## src/rtl/nisc_seq.sv

```systemverilog
// Control sequencer for the NISC datapath: fetches control words from a synchronous ROM,
// drives the register file, holds acc/carry, resolves branches and emits results via valid/ready.
module nisc_seq #(
  parameter int unsigned n     = 8,
  parameter int unsigned Rsize = 1,
  parameter int unsigned Psize = 6
) (
  input  logic                   clk,
  input  logic                   nReset,
  input  logic                   start,
  output logic [Psize-1:0]       pc_addr,
  input  logic [4+Rsize+n-1:0]   cw,
  output logic                   reg_w,
  output logic [n-1:0]           reg_Wdata,
  output logic [Rsize-1:0]       reg_Raddr,
  input  logic [n-1:0]           reg_Rdata,
  output logic [n-1:0]           out_data,
  output logic                   out_valid,
  input  logic                   out_ready,
  output logic [n-1:0]           acc,
  output logic                   carry,
  output logic                   halted
);

  localparam int unsigned CW_W = 4 + Rsize + n;

  localparam logic [3:0] OP_LDI  = 4'h1;
  localparam logic [3:0] OP_LD   = 4'h2;
  localparam logic [3:0] OP_ST   = 4'h3;
  localparam logic [3:0] OP_ADD  = 4'h4;
  localparam logic [3:0] OP_SUB  = 4'h5;
  localparam logic [3:0] OP_AND  = 4'h6;
  localparam logic [3:0] OP_XOR  = 4'h7;
  localparam logic [3:0] OP_ADDI = 4'h8;
  localparam logic [3:0] OP_JMP  = 4'h9;
  localparam logic [3:0] OP_JZ   = 4'hA;
  localparam logic [3:0] OP_JC   = 4'hB;
  localparam logic [3:0] OP_OUT  = 4'hC;
  localparam logic [3:0] OP_HALT = 4'hD;

  typedef enum logic [2:0] {IDLE, FETCH, EXEC, RDWAIT, OUTWAIT, HALTED} state_t;

  state_t             state_q, state_d;
  logic [Psize-1:0]   pc_q, pc_d;
  logic [n-1:0]       acc_q, acc_d;
  logic               carry_q, carry_d;
  logic [n-1:0]       out_data_q, out_data_d;
  logic               out_valid_q, out_valid_d;
  logic               halted_q, halted_d;
  // Only op and ra of the latched word are needed after EXEC.
  logic [3:0]         ir_op_q, ir_op_d;
  logic [Rsize-1:0]   ir_ra_q, ir_ra_d;

  logic [3:0]         cw_op;
  logic [Rsize-1:0]   cw_ra;
  logic [n-1:0]       cw_imm;
  logic [Psize-1:0]   target;
  logic [Psize-1:0]   pc_inc;
  logic [n:0]         sum_imm, sum_reg, diff_reg;

  assign cw_op    = cw[CW_W-1 -: 4];
  assign cw_ra    = cw[n +: Rsize];
  assign cw_imm   = cw[n-1:0];
  assign target   = cw_imm[Psize-1:0];
  assign pc_inc   = pc_q + Psize'(1);
  assign sum_imm  = {1'b0, acc_q} + {1'b0, cw_imm};
  assign sum_reg  = {1'b0, acc_q} + {1'b0, reg_Rdata};
  // Bit n of the extended difference is the borrow.
  assign diff_reg = {1'b0, acc_q} - {1'b0, reg_Rdata};

  // State and datapath registers
  always_ff @(posedge clk or negedge nReset) begin
    if (!nReset) begin
      state_q     <= IDLE;
      pc_q        <= '0;
      acc_q       <= '0;
      carry_q     <= 1'b0;
      out_data_q  <= '0;
      out_valid_q <= 1'b0;
      halted_q    <= 1'b0;
      ir_op_q     <= '0;
      ir_ra_q     <= '0;
    end else begin
      state_q     <= state_d;
      pc_q        <= pc_d;
      acc_q       <= acc_d;
      carry_q     <= carry_d;
      out_data_q  <= out_data_d;
      out_valid_q <= out_valid_d;
      halted_q    <= halted_d;
      ir_op_q     <= ir_op_d;
      ir_ra_q     <= ir_ra_d;
    end
  end

  // Next-state, datapath update and register-file port decode
  always_comb begin
    state_d     = state_q;
    pc_d        = pc_q;
    acc_d       = acc_q;
    carry_d     = carry_q;
    out_data_d  = out_data_q;
    out_valid_d = out_valid_q;
    halted_d    = halted_q;
    ir_op_d     = ir_op_q;
    ir_ra_d     = ir_ra_q;
    reg_w       = 1'b0;
    reg_Raddr   = ir_ra_q;
    reg_Wdata   = acc_q;

    case (state_q)
      IDLE, HALTED: begin
        if (start) begin
          state_d  = FETCH;
          pc_d     = '0;
          halted_d = 1'b0;
        end
      end
      FETCH: state_d = EXEC;
      EXEC: begin
        ir_op_d   = cw_op;
        ir_ra_d   = cw_ra;
        reg_Raddr = cw_ra;
        state_d   = FETCH;
        pc_d      = pc_inc;
        case (cw_op)
          OP_LDI:  acc_d = cw_imm;
          OP_LD, OP_ADD, OP_SUB, OP_AND, OP_XOR: begin
            state_d = RDWAIT;
            pc_d    = pc_q;
          end
          OP_ST:   reg_w = 1'b1;
          OP_ADDI: {carry_d, acc_d} = sum_imm;
          OP_JMP:  pc_d = target;
          OP_JZ:   if (acc_q == '0) pc_d = target;
          OP_JC:   if (carry_q) pc_d = target;
          OP_OUT: begin
            out_data_d  = acc_q;
            out_valid_d = 1'b1;
            state_d     = OUTWAIT;
            pc_d        = pc_q;
          end
          OP_HALT: begin
            state_d  = HALTED;
            halted_d = 1'b1;
            pc_d     = pc_q;
          end
          default: ;
        endcase
      end
      RDWAIT: begin
        state_d = FETCH;
        pc_d    = pc_inc;
        case (ir_op_q)
          OP_LD:   acc_d = reg_Rdata;
          OP_ADD:  {carry_d, acc_d} = sum_reg;
          OP_SUB:  {carry_d, acc_d} = diff_reg;
          OP_AND:  acc_d = acc_q & reg_Rdata;
          OP_XOR:  acc_d = acc_q ^ reg_Rdata;
          default: ;
        endcase
      end
      OUTWAIT: begin
        if (out_ready) begin
          out_valid_d = 1'b0;
          pc_d        = pc_inc;
          state_d     = FETCH;
        end
      end
      default: state_d = IDLE;
    endcase
  end

  assign pc_addr   = pc_q;
  assign acc       = acc_q;
  assign carry     = carry_q;
  assign out_data  = out_data_q;
  assign out_valid = out_valid_q;
  assign halted    = halted_q;

endmodule

```

## config.mk

```make
export PLATFORM = sky130hd
export DESIGN_NAME = nisc_seq
export DESIGN_NICKNAME = d
export VERILOG_FILES = /design/src/rtl/nisc_seq.sv
export SDC_FILE = /design/constraint.sdc
export NUM_CORES = 1
export LEC_CHECK = 0
export CORE_MARGIN = 2
export CORE_UTILIZATION = 60
export CTS_CLUSTER_DIAMETER = 40
export DETAILED_ROUTE_END_ITERATION = 7
export DONT_BUFFER_PORTS = 1
export GPL_TIMING_DRIVEN = 0
export PLACE_DENSITY = 0.84
export SYNTH_ARGS = -nofsm -noshare
export SYNTH_HDL_FRONTEND = slang
export SYNTH_SLANG_ARGS = --single-unit
```

## constraint.sdc

```tcl
create_clock -name clk -period 2.75 [get_ports clk]
set_input_delay 0.55 -clock clk [delete_from_list [all_inputs] [get_ports clk]]
set_output_delay 0.55 -clock clk [all_outputs]
set_load 0.02 [all_outputs]
```

==> run summary <==
The horizontal die dimension came out at 77.71 um. From bottom edge to top edge, the die measures 77.71 um. The number of top-level design ports is 60. Setup repair after global routing left no endpoint under its margin. The initial antenna violation count is 0. The count of buffers from port buffering is 0.

The sum of negative setup slack is 0 ns. The fraction of registers with async set or reset after synthesis came out at 100.0%. The weighted congestion at the end of routability-driven global placement is 0.9201. Sequential cells burn just under 30% of the power.

The number of vias per cell is 6.615. Ranked by instance count, the synthesized netlist is headed by nand2_1, dfrtp_1, nor2_1. The DRC violation count after routing came out at 0. The number of pins exceeding their max-slew limit in the final report came out at 0.

The highest clock rate came out at 0.3896 GHz. The endpoint identified for the worst register-to-register timing path is carry. The first detailed-routing pass took 5 iterations. Walking the worst path, the cells encountered are buf_6 -> and2b_1 -> nand2b_1 -> buf_2 -> nor4_1.

The final count of negative-setup-slack endpoints came out at 0. The clock latency on the worst-skew pair came out at 0.29 ns. For this run the aggregate overflow at the end of global routing stands at 0. The largest driver fanout on the critical path is 9.

Counting cells, the worst reg-to-reg path comes to 8. The clock sink total came out at 33. STA classifies the critical path endpoint as an output port. The wire length of the first global-routing pass is between 10 and 15 mm.

Counting flops with a built-in enable in the synthesized netlist gives 0. The placed wire-length estimate after detailed placement came out at 6.645 mm. The required time of the critical path came out at 2.20 ns. The number of placement rows came out at 26. The wire length reported by the detailed router is approximately 9.1 mm.

The worst-case headroom to the max-slew limit is 41.23%. The detailed router finished its first iteration with 167 violations. The initial core utilization came out at roughly 63%. The net switching power is 2.043 mW.

The largest incremental delay on the critical path is 0.73 ns. The number of buffers created by CTS came out at 5. The count of nets left with antenna violations once routing finished came out at 0.

The critical path capture point is reg_w. The final-report hold violation count is 0. In this run the critical register-to-register path is launched from acc[0]. Global routing consumed, over all layers together, 30.65% of the routing resources. The area growth from synthesis to layout is 7.063%.

The net count after synthesis is 448. The time the final worst path needs with I/O delays and setup came out at 2.566 ns. Sequential elements use 25.34% of the synthesized area. The placed instance count is 464. The worst setup path is launched from a flip-flop. Together, buffers and inverters on the worst path number 2. For the pin with the worst max-slew slack, the measured transition is between 0.8 and 0.9 ns. The most critical setup path has its startpoint at state_q[2]. The slack of the worst reg-to-reg path is between 0.15 and 0.2 ns. CTS placed an instance of clkbuf_8 at the clock tree root. The power density relative to cell area came out at 1117 nW/um^2. In this run the deepest clock path goes through 2 buffers. Counting every instance in the synthesized netlist gives 394. Yosys mapped the design onto 68 distinct sky130hd cell types. On the critical path, the stage with the largest delay is an instance of nor4_1. The worst setup path is of the reg -> out kind. The min-delay analysis places its worst path in the category in -> async. The mean post-synth cell area is 8.273 sq um.

The clock input transition at the sequential cells of the worst setup and hold paths came out at 0.07 ns. The post-synthesis instance area came out at about 3300 sq um. The number of nets in the finished design is 456. The routed layout has 3129 vias. Clock skew on the completed layout was measured at roughly 0.010 ns.

The kind of cell with the highest combined delay along the critical path is simple AND/OR/NAND/NOR gates. The via count of the first global-routing pass came out at 3052. The clock network accounts for approximately 10% of the total power.

The arrival time at the worst endpoint came out at between 2 and 2.5 ns. The flow ran to the end, and the final reports show no timing, DRC or antenna violations. In this run switching power makes up 52.40% of total power.

The fraction of the core area covered by cells at the end of the flow is 67.46%. The CTS tree is yes. Counting flops and latches in the post-synthesis netlist gives 33. For this run, the number of standard cells in the final layout without fillers is 473.

The internal cell power is around 1.9 mW. The die area came out at 6038 sq um. The cell accounting for the most synthesized area is dfrtp_1. In the final layout, the share of cells above drive strength 1 is 15.88%.

The total of warnings raised by yosys came out at 0. Across all hold checks on the routed design, the worst slack comes to 0.07863 ns. The number of cells on the critical path is 5. The pin count of the biggest net entering global routing is 34. The maximum vdd drop is between 800 and 900 uV. For this run, the leading register cell type out of synthesis is dfrtp_1.

Across the run, the number of max-cap violations was 0. The antenna diode instance count came out at 0. The cell leakage power came out at approximately 1.5 nW. The core region is between 5000 and 6000 sq um. The share of the cycle needed by the critical path after routing is 93.33%.

In this run, the combinational gates consume approximately three fifths of the power. Yosys instantiated no cell more often than nand2_1. The area share of the largest cell type after synthesis is 25.34%. The H-tree depth came out at 2. The per-cell routed wire length is 19.26 um. Sorting the synthesized cells by area gives the leading types as dfrtp_1, ha_1, a21oi_1.
-- kinds of logic after synthesis --
logic type | share of synthesized area (%)
xor+xnor | 2.687
mux | 5.681
buf+inv | 8.906
simple gates | 19.85
compound gates | 25.72
fa+ha+maj | 11.82
flops | 25.34
-- power groups by stage --
stage                     logic (mW)  registers, mW  clock network (mW)
after floorplan                 1.83           1.04                   0
after global placement          2.20           1.14                   0
after global routing            2.59           1.18               0.430
after CTS                       2.29           1.14               0.410
final                           2.35           1.15               0.403
after detailed placement        2.25           1.15                   0
-- registers in the layout (all words and copies together) (netlist names) --
| signal | flops |
|---|---|
| carry | 1 |
| out_valid | 1 |
| state_q | 3 |
| halted | 1 |
| ir_ra_q | 1 |
| acc | 8 |
| pc_addr | 6 |
| out_data | 8 |
| ir_op_q | 4 |
-- repair_timing --
item | 4_1_cts | 5_1_grt
hold endpoints to repair | 33 | 0
gates resized for setup | 2 | 4
buffers inserted | 0 | 0
gates cloned | 0 | 0
endpoints found under the setup margin | 1 | 4
hold buffers | 1 | 0
-- worst min path at each step --
stage                  to  cells past startpoint    from
2_1_floorplan      acc[0]                      0  nReset
3_3_place_gp   state_q[2]                      0  nReset
3_5_place_dp       halted                      0  nReset
4_1_cts            acc[5]                      1  nReset
5_1_grt            acc[5]                      1  nReset
6_report           acc[5]                      1  nReset
-- layer usage --
layer / track usage, % / share of wire, %
met1: 37.54 / 41
met5: 0 / 0
met3: 6.744 / 7.8
met2: 51.29 / 47
met4: 14.11 / 4.1
-- area by class of cell --
cell class | instances | area (sq um)
multi-input cells | 307 | 2162
fillers | 416 | 1683
flip-flops and latches | 33 | 828.3
plain buffers | 25 | 181.4
inverters | 29 | 108.9
clock buffers | 7 | 96.34
well taps | 70 | 87.58
repair buffers | 1 | 20.02
clock inverters | 1 | 5.005
-- through the flow --
| stage | area (sq um) | worst slack [ns] | total power [mW] |
|---|---|---|---|
| floorplan | 3259 | 0.4122 | 2.875 |
| global placement | 3347 | -0.1487 | 3.340 |
| detailed placement | 3347 | -0.1172 | 3.405 |
| CTS | 3475 | 0.01096 | 3.842 |
| global route | 3490 | 0.02766 | 4.199 |
| finish | 3490 | 0.1835 | 3.899 |
-- placed cells by master, fill, tap and decap left out, types with 6 or more instances in the layout --
master,synthesis,final
nand3_1,7,7
o21ai_1,6,6
nand2b_1,10,10
o21ai_0,21,21
mux2_2,10,10
clkbuf_8,0,7
ha_1,26,26
nor3_1,10,10
a21oi_1,29,29
dfrtp_1,33,31
inv_1,27,27
nor2b_1,6,6
nand2_1,36,36
nor2_1,33,33
buf_4,16,16
Power figures use the tool's default switching activity.
